[src/rtl/geofence_pkg.sv]
// rtl/geofence_pkg.sv - shared constants and launch FSM encoding for the geofence path
package geofence_pkg;

    localparam int COORD_W = 10;
    localparam int NUM_PTS = 7;

    typedef enum logic [1:0] {
        IDLE   = 2'd0,
        LAUNCH = 2'd1,
        WAIT   = 2'd2,
        RESULT = 2'd3
    } state_e;

endpackage

[src/rtl/geofence_frame_buf.sv]
// rtl/geofence_frame_buf.sv - two-slot point frame buffer with framing checks and replay pointer
module geofence_frame_buf
    import geofence_pkg::*;
#(
    parameter int W = geofence_pkg::COORD_W
) (
    input  logic         clk,
    input  logic         reset,
    input  logic         wr_valid_i,
    input  logic [W-1:0] wr_x_i,
    input  logic [W-1:0] wr_y_i,
    input  logic         wr_last_i,
    output logic         wr_ready_o,
    output logic         frame_err_o,
    input  logic         rd_adv_i,
    output logic         rd_full_o,
    output logic         rd_last_o,
    output logic [W-1:0] rd_x_o,
    output logic [W-1:0] rd_y_o
);

    localparam int IW = $clog2(NUM_PTS);
    localparam logic [IW-1:0] LAST_IDX = IW'(NUM_PTS - 1);

    logic [W-1:0]  mem_x_q [2][NUM_PTS];
    logic [W-1:0]  mem_y_q [2][NUM_PTS];
    logic [1:0]    full_q, full_d;
    logic          wr_slot_q, rd_slot_q;
    logic [IW-1:0] wr_idx_q, rd_idx_q;
    logic          drop_q, en_q, err_q;
    logic          accept, wr_end, rd_end;

    assign wr_ready_o  = en_q & ~full_q[wr_slot_q];
    assign accept      = wr_valid_i & wr_ready_o;
    assign wr_end      = accept & ~drop_q & (wr_idx_q == LAST_IDX) & wr_last_i;
    assign rd_end      = rd_adv_i & (rd_idx_q == LAST_IDX);
    assign rd_full_o   = full_q[rd_slot_q];
    assign rd_last_o   = (rd_idx_q == LAST_IDX);
    assign rd_x_o      = mem_x_q[rd_slot_q][rd_idx_q];
    assign rd_y_o      = mem_y_q[rd_slot_q][rd_idx_q];
    assign frame_err_o = err_q;

    // Load and replay always target different slots, so set and clear never collide.
    always_comb begin
        full_d = full_q;
        if (rd_end) full_d[rd_slot_q] = 1'b0;
        if (wr_end) full_d[wr_slot_q] = 1'b1;
    end

    always_ff @(posedge clk) begin
        if (accept && !drop_q) begin
            mem_x_q[wr_slot_q][wr_idx_q] <= wr_x_i;
            mem_y_q[wr_slot_q][wr_idx_q] <= wr_y_i;
        end
    end

    always_ff @(posedge clk or negedge reset) begin
        if (!reset) begin
            full_q    <= '0;
            wr_slot_q <= 1'b0;
            rd_slot_q <= 1'b0;
            wr_idx_q  <= '0;
            rd_idx_q  <= '0;
            drop_q    <= 1'b0;
            en_q      <= 1'b0;
            err_q     <= 1'b0;
        end else begin
            en_q   <= 1'b1;
            full_q <= full_d;
            if (accept) begin
                if (drop_q) begin
                    // Overlong frame: swallow points through the next in_last.
                    if (wr_last_i) drop_q <= 1'b0;
                end else if (wr_idx_q == LAST_IDX) begin
                    wr_idx_q <= '0;
                    if (wr_last_i) begin
                        wr_slot_q <= ~wr_slot_q;
                    end else begin
                        err_q  <= 1'b1;
                        drop_q <= 1'b1;
                    end
                end else if (wr_last_i) begin
                    err_q    <= 1'b1;
                    wr_idx_q <= '0;
                end else begin
                    wr_idx_q <= wr_idx_q + 1'b1;
                end
            end
            if (rd_adv_i) begin
                rd_idx_q <= rd_end ? '0 : rd_idx_q + 1'b1;
                if (rd_end) rd_slot_q <= ~rd_slot_q;
            end
        end
    end

endmodule

[src/rtl/geofence_feeder.sv]
// rtl/geofence_feeder.sv - frames points, replays them into the geofence checker, returns tagged verdicts
module geofence_feeder
    import geofence_pkg::*;
#(
    parameter int COORD_W = geofence_pkg::COORD_W,
    parameter int ID_W    = 8,
    parameter int TIMEOUT = 255
) (
    input  logic               clk,
    input  logic               reset,
    input  logic               in_valid,
    output logic               in_ready,
    input  logic [COORD_W-1:0] in_x,
    input  logic [COORD_W-1:0] in_y,
    input  logic               in_last,
    output logic               gf_hold,
    output logic [COORD_W-1:0] gf_x,
    output logic [COORD_W-1:0] gf_y,
    input  logic               gf_valid,
    input  logic               gf_inside,
    output logic               res_valid,
    input  logic               res_ready,
    output logic               res_inside,
    output logic               res_timeout,
    output logic [ID_W-1:0]    res_id,
    output logic               frame_err
);

    localparam int CW = $clog2(TIMEOUT + 1);

    state_e             state_q, state_d;
    logic               hold_q, hold_d;
    logic [COORD_W-1:0] gx_q, gx_d, gy_q, gy_d;
    logic               rv_q, rv_d, rin_q, rin_d, rto_q, rto_d;
    logic [ID_W-1:0]    rid_q, rid_d, id_q, id_d;
    logic [CW-1:0]      cnt_q, cnt_d;
    logic               rd_adv, rd_full, rd_last;
    logic [COORD_W-1:0] rd_x, rd_y;

    geofence_frame_buf #(.W(COORD_W)) u_buf (
        .clk         (clk),
        .reset       (reset),
        .wr_valid_i  (in_valid),
        .wr_x_i      (in_x),
        .wr_y_i      (in_y),
        .wr_last_i   (in_last),
        .wr_ready_o  (in_ready),
        .frame_err_o (frame_err),
        .rd_adv_i    (rd_adv),
        .rd_full_o   (rd_full),
        .rd_last_o   (rd_last),
        .rd_x_o      (rd_x),
        .rd_y_o      (rd_y)
    );

    always_comb begin
        state_d = state_q;
        hold_d  = hold_q;
        gx_d    = gx_q;
        gy_d    = gy_q;
        rv_d    = rv_q;
        rin_d   = rin_q;
        rto_d   = rto_q;
        rid_d   = rid_q;
        id_d    = id_q;
        cnt_d   = cnt_q;
        rd_adv  = 1'b0;
        case (state_q)
            IDLE: begin
                if (rd_full && !rv_q) begin
                    hold_d  = 1'b0;
                    gx_d    = rd_x;
                    gy_d    = rd_y;
                    rd_adv  = 1'b1;
                    state_d = LAUNCH;
                end
            end
            LAUNCH: begin
                gx_d   = rd_x;
                gy_d   = rd_y;
                rd_adv = 1'b1;
                if (rd_last) begin
                    cnt_d   = '0;
                    state_d = WAIT;
                end
            end
            WAIT: begin
                cnt_d = cnt_q + 1'b1;
                // A checker answer on the final cycle wins over the timeout.
                if (gf_valid || cnt_d == CW'(TIMEOUT)) begin
                    rin_d   = gf_valid & gf_inside;
                    rto_d   = ~gf_valid;
                    rid_d   = id_q;
                    rv_d    = 1'b1;
                    id_d    = id_q + 1'b1;
                    hold_d  = 1'b1;
                    state_d = RESULT;
                end
            end
            RESULT: begin
                if (res_ready) begin
                    rv_d    = 1'b0;
                    state_d = IDLE;
                end
            end
            default: state_d = IDLE;
        endcase
    end

    always_ff @(posedge clk or negedge reset) begin
        if (!reset) begin
            state_q <= IDLE;
            hold_q  <= 1'b1;
            gx_q    <= '0;
            gy_q    <= '0;
            rv_q    <= 1'b0;
            rin_q   <= 1'b0;
            rto_q   <= 1'b0;
            rid_q   <= '0;
            id_q    <= '0;
            cnt_q   <= '0;
        end else begin
            state_q <= state_d;
            hold_q  <= hold_d;
            gx_q    <= gx_d;
            gy_q    <= gy_d;
            rv_q    <= rv_d;
            rin_q   <= rin_d;
            rto_q   <= rto_d;
            rid_q   <= rid_d;
            id_q    <= id_d;
            cnt_q   <= cnt_d;
        end
    end

    assign gf_hold     = hold_q;
    assign gf_x        = gx_q;
    assign gf_y        = gy_q;
    assign res_valid   = rv_q;
    assign res_inside  = rin_q;
    assign res_timeout = rto_q;
    assign res_id      = rid_q;

endmodule

[config.mk]
export PLATFORM = sky130hd
export DESIGN_NAME = geofence_feeder
export DESIGN_NICKNAME = d
export VERILOG_FILES = /design/src/rtl/geofence_pkg.sv /design/src/rtl/geofence_frame_buf.sv /design/src/rtl/geofence_feeder.sv
export SDC_FILE = /design/constraint.sdc
export NUM_CORES = 1
export LEC_CHECK = 0
export ABC_AREA = 1
export BUFFER_PORTS_ARGS = -buffer_cell sky130_fd_sc_hd__buf_2
export CAP_MARGIN = 20
export CORE_MARGIN = 4
export CORE_UTILIZATION = 40
export CTS_CLUSTER_SIZE = 40
export DETAILED_ROUTE_END_ITERATION = 10
export GPL_TIMING_DRIVEN = 0
export PLACE_DENSITY = 0.66
export SYNTH_ARGS = -nofsm -noshare
export SYNTH_HDL_FRONTEND = slang
export SYNTH_SLANG_ARGS = --single-unit
[constraint.sdc]
create_clock -name clk -period 4.5 [get_ports clk]
set_clock_uncertainty 0.2 [all_clocks]
set_input_delay 0.9 -clock clk [delete_from_list [all_inputs] [get_ports clk]]
set_output_delay 0.9 -clock clk [all_outputs]
set_load 0.1 [all_outputs]
==> After elaboration in Yosys (flattened, before gate mapping) <==
Memories as Yosys holds them, arrays and structs flattened.
Cells that the tools add are included.
{ "totals": {"regBits": 63, "elab_cells": 130, "n_memories": 2, "inputBits": 27, "output_inout_bits": 34, "ram_bits": 280} }
{ "memory_table": {"columns": ["name", "words", "word_bits", "rd", "rd_clocked_by_memory_dff", "wr", "line_no", "source"], "rows": [
  ["u_buf.mem_x_q", 2, 70, 1, 0, 1, "geofence_frame_buf.sv:25", "logic [W-1:0] mem_x_q [2][NUM_PTS];"],
  ["u_buf.mem_y_q", 2, 70, 1, 0, 1, "geofence_frame_buf.sv:26", "logic [W-1:0] mem_y_q [2][NUM_PTS];"]
]} }
{ "op_classes": {"n_mux": 47, "n_bitwise": 17, "addsub": 4, "n_reduce_logical": 24, "eq_ne": 11, "order_cmp": 7} }
{ "op_table": {"columns": ["cell", "n"], "rows": [
  ["10-bit two-way mux", 7],
  ["70-bit two-way mux", 1],
  ["10-bit binary-select mux with 3-bit select", 2],
  ["10-bit case mux with 2 select lines", 2],
  ["10-bit demux with 3-bit select", 1],
  ["1-bit two-way mux", 17],
  ["8-bit by 1-bit adder with 8-bit output (second input constant)", 2],
  ["8-bit case mux with 2 select lines", 1],
  ["2-bit two-way mux", 6],
  ["4-bit AND reduction", 3],
  ["2-bit inequality test (second input constant)", 5],
  ["2-bit AND reduction", 5],
  ["2-bit nonzero test", 5],
  ["3-bit two-way mux", 3],
  ["8-bit == test (second input constant)", 1],
  ["4-bit greater-or-equal comparator (second input constant)", 2],
  ["8-bit two-way mux", 1],
  ["3-bit inverter with 4-bit output", 2],
  ["2-bit case mux with 4 select lines", 1],
  ["1-bit bitwise AND", 7],
  ["3-bit by 1-bit adder with 3-bit output (second input constant)", 2],
  ["3-bit == test (second input constant)", 2],
  ["1-bit case mux with 2 select lines", 3],
  ["3-bit AND reduction", 2],
  ["14 further kinds", 27]
]} }

==> Depth between registers and ports, before layout <==
Gate-level depths: netlist of the first run.
{ "logic_depth": {"word_depth": 9, "mapped_depth": 12, "depth_no_buf": 11} }

==> By module <==
From an unflattened synthesis of the first run, not the netlist that was laid out.
{ "unflattened": {"cells_unflattened": 1559, "area_unflattened_um2": 15396.0} }
{ "modules_own_cells": {"columns": ["module", "area_each_um2", "n_inst", "seq_area_each_um2", "cells_each"], "rows": [
  ["geofence_frame_buf", 13013.7, 1, 8733.4, 1323],
  ["geofence_feeder", 2382.3, 1, 1252.5, 236]
]} }

==> Worst setup path before layout of the first run <==
OpenSTA, ideal clock, no wires.
{ "synth_path": {"kind": "reg-to-reg", "start": "register u_buf.wr_slot_q", "end": "memory u_buf.mem_x_q[0][30] in the netlist's numbering, enable pin", "slack_ns": 0.352, "n_path_buf": 1, "stages_incl_launch_ff": 11, "setup_time_ns": 0.422, "required_ns": 3.878, "period_less_slack_ns": 4.148, "arrival_time_ns": 3.525, "cell_sequence": "dfrtp_1 -> buf_6 -> nand2_1 -> nand2_1 -> a21oi_2 -> nand2_1 -> nor2_2 -> inv_2 -> nor2_2 -> inv_1 -> nor3_1"} }
{ "synth_via": {"elab_chain_cells": 8} }
{ "synth_lines": {"columns": ["element", "line_no", "source"], "rows": [
  ["from (decl)", "geofence_frame_buf.sv:28", "logic wr_slot_q, rd_slot_q;"],
  ["from (signal assigned)", "geofence_frame_buf.sv:77", "wr_slot_q <= ~wr_slot_q;"],
  ["1-bit two-way mux (implied by the code) (2 in series)", "geofence_frame_buf.sv:33", "assign wr_ready_o = en_q & ~full_q[wr_slot_q];"],
  ["1-bit inverter", "geofence_frame_buf.sv:33", null],
  ["1-bit bitwise AND", "geofence_frame_buf.sv:33", null],
  ["named net in_ready", "geofence_feeder.sv:12", "output logic in_ready,"],
  ["1-bit bitwise AND", "geofence_frame_buf.sv:34", "assign accept = wr_valid_i & wr_ready_o;"],
  ["1-bit logical AND", "geofence_frame_buf.sv:51", "if (accept && !drop_q) begin"],
  ["1-bit two-way mux", "geofence_frame_buf.sv:51", null],
  ["70-bit two-way mux (implied by the code)", "geofence_frame_buf.sv:52", "mem_x_q[wr_slot_q][wr_idx_q] <= wr_x_i;"],
  ["to (decl)", "geofence_frame_buf.sv:25", null]
]} }
The timed path passes the listed nets, and every way through them passes these cells. The select of a mux whose other input is x is not followed.

==> Final worst setup path of the first run <==
{ "layout_path": {"start": "register u_buf.wr_slot_q", "end": "memory u_buf.mem_x_q[1][30] in the netlist's numbering, enable pin"} }
{ "layout_via": {"elab_chain_cells": 8} }
{ "layout_lines": {"columns": ["element", "line_no"], "rows": [
  ["1-bit two-way mux (implied by the code) (2 in series)", "geofence_frame_buf.sv:33"],
  ["1-bit inverter", "geofence_frame_buf.sv:33"],
  ["1-bit bitwise AND", "geofence_frame_buf.sv:33"],
  ["1-bit bitwise AND", "geofence_frame_buf.sv:34"],
  ["1-bit logical AND", "geofence_frame_buf.sv:51"],
  ["1-bit two-way mux", "geofence_frame_buf.sv:51"],
  ["70-bit two-way mux (implied by the code)", "geofence_frame_buf.sv:52"]
]} }
Parallel ways exist; a longest one is shown, timed or not. The select of a mux whose other input is x is not followed.

==> results of run 1 <==
## stage by stage
stage / cells / util / hold slack (ps) / power, uW
5_1_grt: 1756 / 0.473 / 265 / 11900
6_report: 1756 / 0.473 / 248 / 11400
3_3_place_gp: 1674 / 0.430 / 245 / 8360
4_1_cts: 1756 / 0.473 / 254 / 11400
2_1_floorplan: 1159 / - / 242 / 7010
3_5_place_dp: 1688 / 0.440 / 242 / 8490
## Yosys cell counts (8+ instances only)
library cell,number
a21oi_1,17
buf_2,21
clkbuf_1,31
dfrtp_1,62
edfxtp_1,280
ha_1,12
inv_1,43
nand2_1,167
nand3_1,70
nor2_1,167
o211ai_1,27
o21ai_0,151
o21ai_2,10
o22ai_1,38
xor2_1,8
## report_power, final
part	switching [uW]	total (uW)	internal, uW
sequential	189	3940	3750
combinational	3500	4550	1060
clock	1240	2890	1660
## per-layer routing
layer	routed length, um	GRT usage	up-vias
li1	-	-	4362
met1	15300	0.265	4650
met2	17800	0.315	460
met3	3780	0.0418	73
met4	904	0.0495	0
met5	0	0	-
## cell families (layout without fill, tap and decap cells)
| family | count (synthesis) | in the layout | share of synthesized area |
|---|---|---|---|
| xor+xnor | 9 | 9 | 0.00566 |
| flops | 343 | 343 | 0.717 |
| fa+ha+maj | 12 | 12 | 0.0108 |
| buf+inv | 110 | 252 | 0.0344 |
| simple gates | 419 | 419 | 0.123 |
| other cells | 1 | 1 | 0.000269 |
| compound gates | 265 | 265 | 0.110 |
## worst reg2reg max path, cell delays in order, from the launching register on
cell,delay (ps)
dfrtp_1,370
buf_6,150
nand2_1,80
nand2_1,50
a21oi_2,160
nand2_1,140
nor2_2,230
inv_2,90
nor2_2,160
inv_1,100
nor3_2,700
buf_8,240
buf_8,170
## cell type report
| class | instances | area [um^2] | area share |
|---|---|---|---|
| Clock buffer | 51 | 978 | 0.0600 |
| Buffer | 62 | 297 | 0.0182 |
| Tap cell | 455 | 569 | 0.0349 |
| Multi-Input combinational cell | 706 | 3520 | 0.216 |
| Sequential cell | 343 | 9990 | 0.613 |
| Timing Repair Buffer | 74 | 601 | 0.0368 |
| Inverter | 48 | 183 | 0.0112 |
| Clock inverter | 17 | 166 | 0.0102 |
## cells in the final DEF, fill, tap and decap left out, drive strengths merged
cell	instances
o22ai	38
o2111ai	4
buf	105
a21o	1
or2	1
conb	1
nor3	2
nand2	171
xor2	8
clkinv	13
o221ai	1
dfstp	1
a31oi	1
nand3	71
nand4	1
bufinv	2
nor4	1
nor2	172
edfxtp	280
clkbuf	82
o32ai	1
o21a	7
clkinvlp	1
a21oi	18
ha	12
inv	49
o211ai	27
xnor2	1
o21ai	167
dfrtp	62
## registers in the layout, indices dropped and copies added, names as in the netlist
name	count
cnt_q	8
gf_hold	1
gf_x	10
gf_y	10
id_q	8
res_id	8
res_inside	1
res_timeout	1
res_valid	1
state_q	2
u_buf.drop_q	1
u_buf.en_q	1
u_buf.frame_err_o	1
u_buf.full_q	2
u_buf.mem_x_q	140
u_buf.mem_y_q	140
u_buf.rd_idx_q	3
u_buf.rd_slot_q	1
u_buf.wr_idx_q	3
u_buf.wr_slot_q	1
## worst max-delay path by stage
| stage | endpoint | slack [ps] | depth (start not counted) |
|---|---|---|---|
| CTS | u_buf.mem_y_q[1][34]$_DFFE_PP_ | 1360 | 12 |
| global route | u_buf.mem_x_q[1][30]$_DFFE_PP_ | 1160 | 12 |
| detailed placement | u_buf.mem_y_q[1][33]$_DFFE_PP_ | 1210 | 9 |
| floorplan | u_buf.mem_x_q[0][30]$_DFFE_PP_ | 350 | 10 |
| finish | u_buf.mem_x_q[1][30]$_DFFE_PP_ | 1370 | 12 |
| global placement | u_buf.mem_y_q[1][33]$_DFFE_PP_ | -910 | 7 |
==> reports/metrics.yaml, run 1 <==
status: "completed"
postCtsSetupBuffers: 0
required_ps: 4530
peakVddDrop_uv: 641
rr_worst_depth: 12
tritoncts: "built"
fin_area_um2: 16300
clock_latency_ps: 540
synth_area_leader_cell: "edfxtp_1"
cts.repair.resized: 0
detail_route.wl_per_cell_um: 21.5
regToRegSetupSlack_ps: 1370
area_growth_syn_to_layout_pct: 17.0
worstMarginPinSlew_ps: 968
final_nets: 1311
cts-htree-levels: 2
via_per_inst: 5.44
syn_area_um2: 13900
die_x_um: 195
cp-start-kind: "flop"
cp_cell_sequence: "buf_6, nand2_1, nand2_1, a21oi_2, nand2_1, nor2_2, inv_2, nor2_2, inv_1, nor3_2, buf_8, buf_8"
io_pins: 61
drive_gt1_frac: 0.151
drtAntennaViolNets: 0
dieArea_um2: 37900
gr-total-overflow: 0
nFillCells: 3027
setup_violations: 0
pre_cts_ws_ps: 1210
end_kind: "flop"
synth_seq_area_share: 0.717
hold_path_class: "flop to flop"
cts_buffers: 37
track_usage: 0.193
antenna_found_initial: 0
max_stage_delay_ps: 700
place_congestion: 0.860
ys_types: 39
postPlaceCellArea_um2: 15200
worstHoldPathCells: 1
crit_family: "simple AND/OR/NAND/NOR gates"
antennaDiodeCount: 0
timing.rr.start: "u_buf.wr_slot_q$_DFFE_PN0P_"
maxCapViolations: 0
ys.flop_type: "edfxtp_1"
worstSetupPathType: "flop to flop"
critPathLaunch: "u_buf.wr_slot_q$_DFFE_PN0P_"
p_per_area_nw_per_um2: 698
grt_pass1_vias: 9173
grt_pass1_wl_um: 56000
report.final.slew_viol_count: 0
clk_pin_slew_ps: 60
root_buffer: "clkbuf_16"
synth.avg_cell_area_um2: 12.0
drt-total-wl_um: 37700
hold_end: "u_buf.frame_err_o$_DFFE_PN0P_"
min_period_ps: 3130
synth_edf_count: 280
drt-initial-drc-count: 1091
fmax_mhz: 320
start_util: 0.404
rsz0062_at_grt: "false"
final-hold-violation-count: 0
crit_top_cell: "nand2_1"
critPathMaxFanout: 10
min_from: "u_buf.frame_err_o$_DFFE_PN0P_"
grt_max_degree: 64
netlist_instances: 1159
via_count: 9545
syn_nets: 1198
worst_path_max_delay_cell: "nor3_2"
dp_hpwl_um: 24700
drc: 0
relSlewSlack: 0.355
cts-hold-fix-buffers: 0
synth_seq_cells: 343
fp-row-count: 68
dr.pass1.iters: 5
cp.buffers_inverters: 5
cts.sinks: 343
fin_crit_sh: 0.695
r2r-end: "u_buf.mem_x_q[1][30]$_DFFE_PP_"
p_leak_uw: 0.00594
clock_path_buffers: 3
setup_tns_ps: 0
ys_async_sr_fraction: 0.184
worst_slack_ps: 1370
fp.coreArea_um2: 34500
netlist.area_leader.share: 0.603
yosysWarningCount: 0
synth_area_leaders: "edfxtp_1 (60%), dfrtp_1 (11%), o21ai_0 (5.4%)"
die_h_um: 195
portBuffers: 60
arrival_ps: 3160
Power figures use the tool's default switching activity.
==> inputs of run 2 (changes only) <==
- PLACE_DENSITY: 0.66 -> 0.68
- clock period: 4.5 -> 2.8 ns (I/O delays scaled with it)
==> reports/metrics.yaml, run 2 (synthesis results as in run 1) <==
status: "completed"
grt_max_degree: 64
critPathMaxFanout: 20
max_stage_delay_ps: 740
pwr-share-comb: 0.406
p_leak_uw: 0.00587
cp.buffers_inverters: 3
fp.coreArea_um2: 34500
dp_hpwl_um: 23600
dr.pass1.iters: 6
die_h_um: 195
final_nets: 1301
cp-start-kind: "flop"
drtAntennaViolNets: 0
rr_worst_depth: 9
nFillCells: 3027
via_count: 9716
setup_tns_ps: 0
setup_violations: 0
clk_pin_slew_ps: 60
fin_area_um2: 16200
grt_pass1_vias: 9368
crit_family: "simple AND/OR/NAND/NOR gates"
gr-total-overflow: 0
report.final.slew_viol_count: 0
regToRegSetupSlack_ps: 6
drt-initial-drc-count: 1094
drive_gt1_frac: 0.154
worst_path_max_delay_cell: "nor2_4"
cts-htree-levels: 2
fp-row-count: 68
portBuffers: 60
end_kind: "flop"
grt_pass1_wl_um: 56800
p_per_area_nw_per_um2: 1130
intPower_uw: 10300
cts.sinks: 343
start_util: 0.404
p_clk_frac: 0.246
maxCapViolations: 0
postPlaceCellArea_um2: 15000
final_cells: 1745
clock_path_buffers: 3
tritoncts: "built"
dieArea_um2: 37900
final_common_cell: "edfxtp_1"
relSlewSlack: 0.352
crit_top_cell: "nor2_4"
cp.depth: 9
place_congestion: 0.869
drc: 0
drt-total-wl_um: 38200
hold_path_class: "primary input to flop"
peakVddDrop_uv: 858
switching_power_uw: 7990
clock_latency_ps: 520
seqPwrFrac: 0.348
min_period_ps: 2790
cp_cell_sequence: "buf_12, inv_8, a21oi_4, nand2_2, nor2_4, inv_4, nor2_4, nand3_2, nor2_4"
largestRegisters: "u_buf.mem_x_q: 140 flops, u_buf.mem_y_q: 140 flops"
io_pins: 61
worstHoldPathCells: 2
track_usage: 0.196
placed_cells: 1677
arrival_ps: 2730
via_per_inst: 5.57
p_sw_frac: 0.438
cts_buffers: 35
detail_route.wl_per_cell_um: 21.9
antenna_found_initial: 1
fin_crit_sh: 0.998
fmax_mhz: 358
die_x_um: 195
worstSetupPathType: "flop to flop"
root_buffer: "clkbuf_16"
area_growth_syn_to_layout_pct: 16.2
required_ps: 2740
rsz0062_at_grt: "true"
final-hold-violation-count: 0
worstMarginPinSlew_ps: 972
mostFrequentLayoutCells: "edfxtp_1 (280), nand2_1 (162), nor2_1 (155), o21ai_0 (151), buf_2 (80)"
## run 2: cell types whose count changed in the layout (fill, tap and decap cells not counted), sizes merged
cell	previous run	this run
clkinvlp	1	0
diode	0	1
dlygate4sd3	0	1
clkinv	13	16
bufinv	2	1
clkbuf	82	77
buf	105	95
nor2	172	173
## run 2: final cells by class
type | count | area, um^2 | share of cell area
Antenna cell | 1 | 2.50 | 0.000155
Clock inverter | 18 | 124 | 0.00765
Multi-Input combinational cell | 707 | 3660 | 0.226
Buffer | 62 | 307 | 0.0189
Clock buffer | 46 | 968 | 0.0598
Timing Repair Buffer | 65 | 378 | 0.0233
Sequential cell | 343 | 9990 | 0.617
Inverter | 48 | 190 | 0.0117
Tap cell | 455 | 569 | 0.0352
## run 2: layer usage
metal | share of wire | up-vias | GRT usage
li1 | - | 4345 | -
met1 | 0.40 | 4747 | 0.272
met2 | 0.46 | 532 | 0.313
met3 | 0.11 | 92 | 0.0400
met4 | 0.031 | 0 | 0.0607
met5 | 0 | - | 0
## run 2: stage by stage
stage / setup WS [ps] / utilization / hold slack (ps) / total power (uW)
after global routing: -104 / 0.470 / 60.8 / 19100
final: 6.13 / 0.470 / 58.3 / 18200
after CTS: -33.9 / 0.469 / 53.2 / 18100
after global placement: -354 / 0.435 / 251 / 13500
after detailed placement: -124 / 0.436 / 255 / 13700
after floorplan: -180 / - / 64.4 / 11400
## run 2: worst reg2reg max path: stages (launching register included)
cell,delay (ps)
dfrtp_1,380
buf_12,180
inv_8,100
a21oi_4,180
nand2_2,100
nor2_4,160
inv_4,70
nor2_4,150
nand3_2,150
nor2_4,740
## run 2: path summary, 6_finish.rpt
kind | from | to
worst max-delay path | u_buf.wr_slot_q$_DFFE_PN0P_ | u_buf.mem_y_q[1][43]$_DFFE_PP_
worst min-delay path | in_last | u_buf.drop_q$_DFFE_PN0N_
worst max register to register | u_buf.wr_slot_q$_DFFE_PN0P_ | u_buf.mem_y_q[1][43]$_DFFE_PP_
worst min register to register | u_buf.frame_err_o$_DFFE_PN0P_ | u_buf.frame_err_o$_DFFE_PN0P_
max in group asynchronous | reset | gf_x[0]$_DFFE_PN0P_
min in group asynchronous | reset | gf_x[2]$_DFFE_PN0P_
## run 2: power by group through the flow
stage          Combinational, uW  Sequential, uW  Clock [uW]
6_report                    7410            6340        4490
5_1_grt                     7970            6390        4730
4_1_cts                     7280            6330        4510
3_5_place_dp                7250            6430           0
3_3_place_gp                7120            6420           0
2_1_floorplan               3550            7810           0
## run 2: timing repair
| action | in CTS | in global routing |
|---|---|---|
| resized for setup | 3 | 5 |
| setup buffers | 0 | 1 |
| gates cloned | 0 | 1 |
| pin swaps | 4 | 6 |
| endpoints found under the hold margin | 12 | 0 |
| hold buffers | 1 | 0 |
| endpoints found under the setup margin | 159 | 253 |
==> inputs of run 3 (changes only) <==
- CORE_UTILIZATION: 40 -> 50
- PLACE_DENSITY: 0.68 -> 0.79
==> reports/metrics.yaml, run 3 (synthesis results as in run 1) <==
max_stage_delay_ps: 760
rr_worst_depth: 10
worst_path_max_delay_cell: "nor2_4"
start_util: 0.513
fp-row-count: 60
register_area_um2: 9990
dieArea_um2: 30600
relSlewSlack: 0.338
min_from: "gf_valid"
dr.pass1.iters: 6
detail_route.wl_per_cell_um: 22.0
dp_hpwl_um: 22400
hold_path_class: "primary input to flop"
report.final.slew_viol_count: 0
area_growth_syn_to_layout_pct: 15.8
cp-start-kind: "flop"
drc: 0
clk_pin_slew_ps: 60
fin_crit_sh: 1.00
multi_input_area_um2: 3650
drtAntennaViolNets: 0
grt_pass1_vias: 9386
antennaDiodeCount: 0
grt_pass1_wl_um: 54800
drt-initial-drc-count: 1568
critPathMaxFanout: 20
required_ps: 2730
final-hold-violation-count: 0
power_uw: 18400
via_per_inst: 5.89
drive_gt1_frac: 0.154
final_common_cell: "edfxtp_1"
final_nets: 1301
r2r-end: "u_buf.mem_x_q[0][46]$_DFFE_PP_"
gr-total-overflow: 0
timing.rr.start: "u_buf.wr_slot_q$_DFFE_PN0P_"
setup_violations: 8
peakVddDrop_uv: 1090
arrival_ps: 2740
min_period_ps: 2810
track_usage: 0.235
grt.met2_usage: 0.378
portBuffers: 60
cts_buffers: 36
rsz0062_at_grt: "true"
final_core_util: 0.594
p_per_area_nw_per_um2: 1140
tritoncts: "built"
fp.coreArea_um2: 27200
maxCapViolations: 0
crit_top_cell: "nor2_4"
antenna_found_initial: 1
grt_max_degree: 64
end_kind: "flop"
violations: "negative setup slack"
largestRegisters: "u_buf.mem_x_q: 140 flops, u_buf.mem_y_q: 140 flops"
status: "finished with violations"
postPlaceCellArea_um2: 14900
die_x_um: 175
io_pins: 61
worstSetupPathType: "flop to flop"
place_congestion: 0.856
p_leak_uw: 0.00589
fin_area_um2: 16100
nFillCells: 2111
worst_slack_ps: -9.13
drt-total-wl_um: 36500
cts-htree-levels: 2
via_count: 9786
grt.met1_usage: 0.317
mostFrequentLayoutCells: "edfxtp_1 (280), nand2_1 (162), nor2_1 (155), o21ai_0 (151), buf_2 (80)"
die_h_um: 175
cts.sinks: 343
worstMarginPinSlew_ps: 990
globalRoute.busiestLayer: "met2"
clock_latency_ps: 530
clock_path_buffers: 3
hold_end: "res_timeout$_DFFE_PN0P_"
worstHoldPathCells: 2
met3_usage: 0.0482
regToRegSetupSlack_ps: -9
fmax_mhz: 356
root_buffer: "clkbuf_16"
cp_cell_sequence: "buf_12, nand2_4, nand2_4, a21oi_4, nand2_2, nor2_4, inv_4, nor2_4, nand3_4, nor2_4"
==> run 3: cell count changes in the layout (fill, tap and decap cells not counted), sizes merged <==
cell,change
bufinv,+2
clkbuf,+5
clkinv,-6
nor2,-1
diode,-1
==> run 3: metrics by stage <==
stage / TNS, ps / hold slack, ps / worst slack (ps) / cells
final: -34.3 / 45.0 / -9.13 / 1661
after global routing: -6350 / 55.2 / -121 / 1661
after CTS: 0 / 40.1 / 15.6 / 1661
after detailed placement: -7020 / 243 / -137 / 1593
after global placement: -13790 / 238 / -313 / 1591
after floorplan: -22040 / 64.4 / -180 / 1159
==> run 3: report_power, final <==
group | total (uW) | internal, uW | leakage [uW] | switching (uW)
Clock | 4720 | 2800 | 0.000578 | 1930
Sequential | 6340 | 6020 | 0.00332 | 314
Combinational | 7370 | 1700 | 0.00200 | 5670
Total | 18400 | 10500 | 0.00589 | 7910
==> run 3: layer usage <==
layer	part of all wire	vias up
met4	0.039	2
met1	0.38	4705
li1	-	4340
met3	0.12	107
met2	0.47	632
met5	0.00036	-
==> run 3: worst max-delay path: cells and delay by family (launching register included) <==
family                 cells  cell delay [ps]
buffers and inverters      2              240
AOI/OAI and AO/OA          1              140
DFF                        1              400
and+or+nand+nor            7             1440
==> run 3: how the worst max path moves through the flow <==
stage                     depth (start not counted)                              to                         from
after floorplan                                  10  u_buf.mem_x_q[0][30]$_DFFE_PP_  u_buf.wr_slot_q$_DFFE_PN0P_
after global placement                           10  u_buf.mem_y_q[0][33]$_DFFE_PP_  u_buf.wr_slot_q$_DFFE_PN0P_
after detailed placement                         10  u_buf.mem_x_q[0][40]$_DFFE_PP_  u_buf.wr_slot_q$_DFFE_PN0P_
after CTS                                        10  u_buf.mem_x_q[0][41]$_DFFE_PP_  u_buf.wr_slot_q$_DFFE_PN0P_
after global routing                             10  u_buf.mem_x_q[0][41]$_DFFE_PP_  u_buf.wr_slot_q$_DFFE_PN0P_
final                                            10  u_buf.mem_x_q[0][46]$_DFFE_PP_  u_buf.wr_slot_q$_DFFE_PN0P_
==> run 3: repair_timing <==
item                                    CTS  global route
buffers inserted                          2             0
hold endpoints to repair                 24             0
hold buffers                              1             0
endpoints found under the setup margin  107           218
resized for setup                         2             6
pin swaps                                 6             7
==> run 3: final cells by class <==
class	instances	share of cell area
multi-input combinational	706	0.226
clock inverter	14	0.00985
timing repair buffer	65	0.0229
inverter	48	0.0118
clock buffer	51	0.0624
buffer	62	0.0190
tap	372	0.0288
sequential	343	0.619
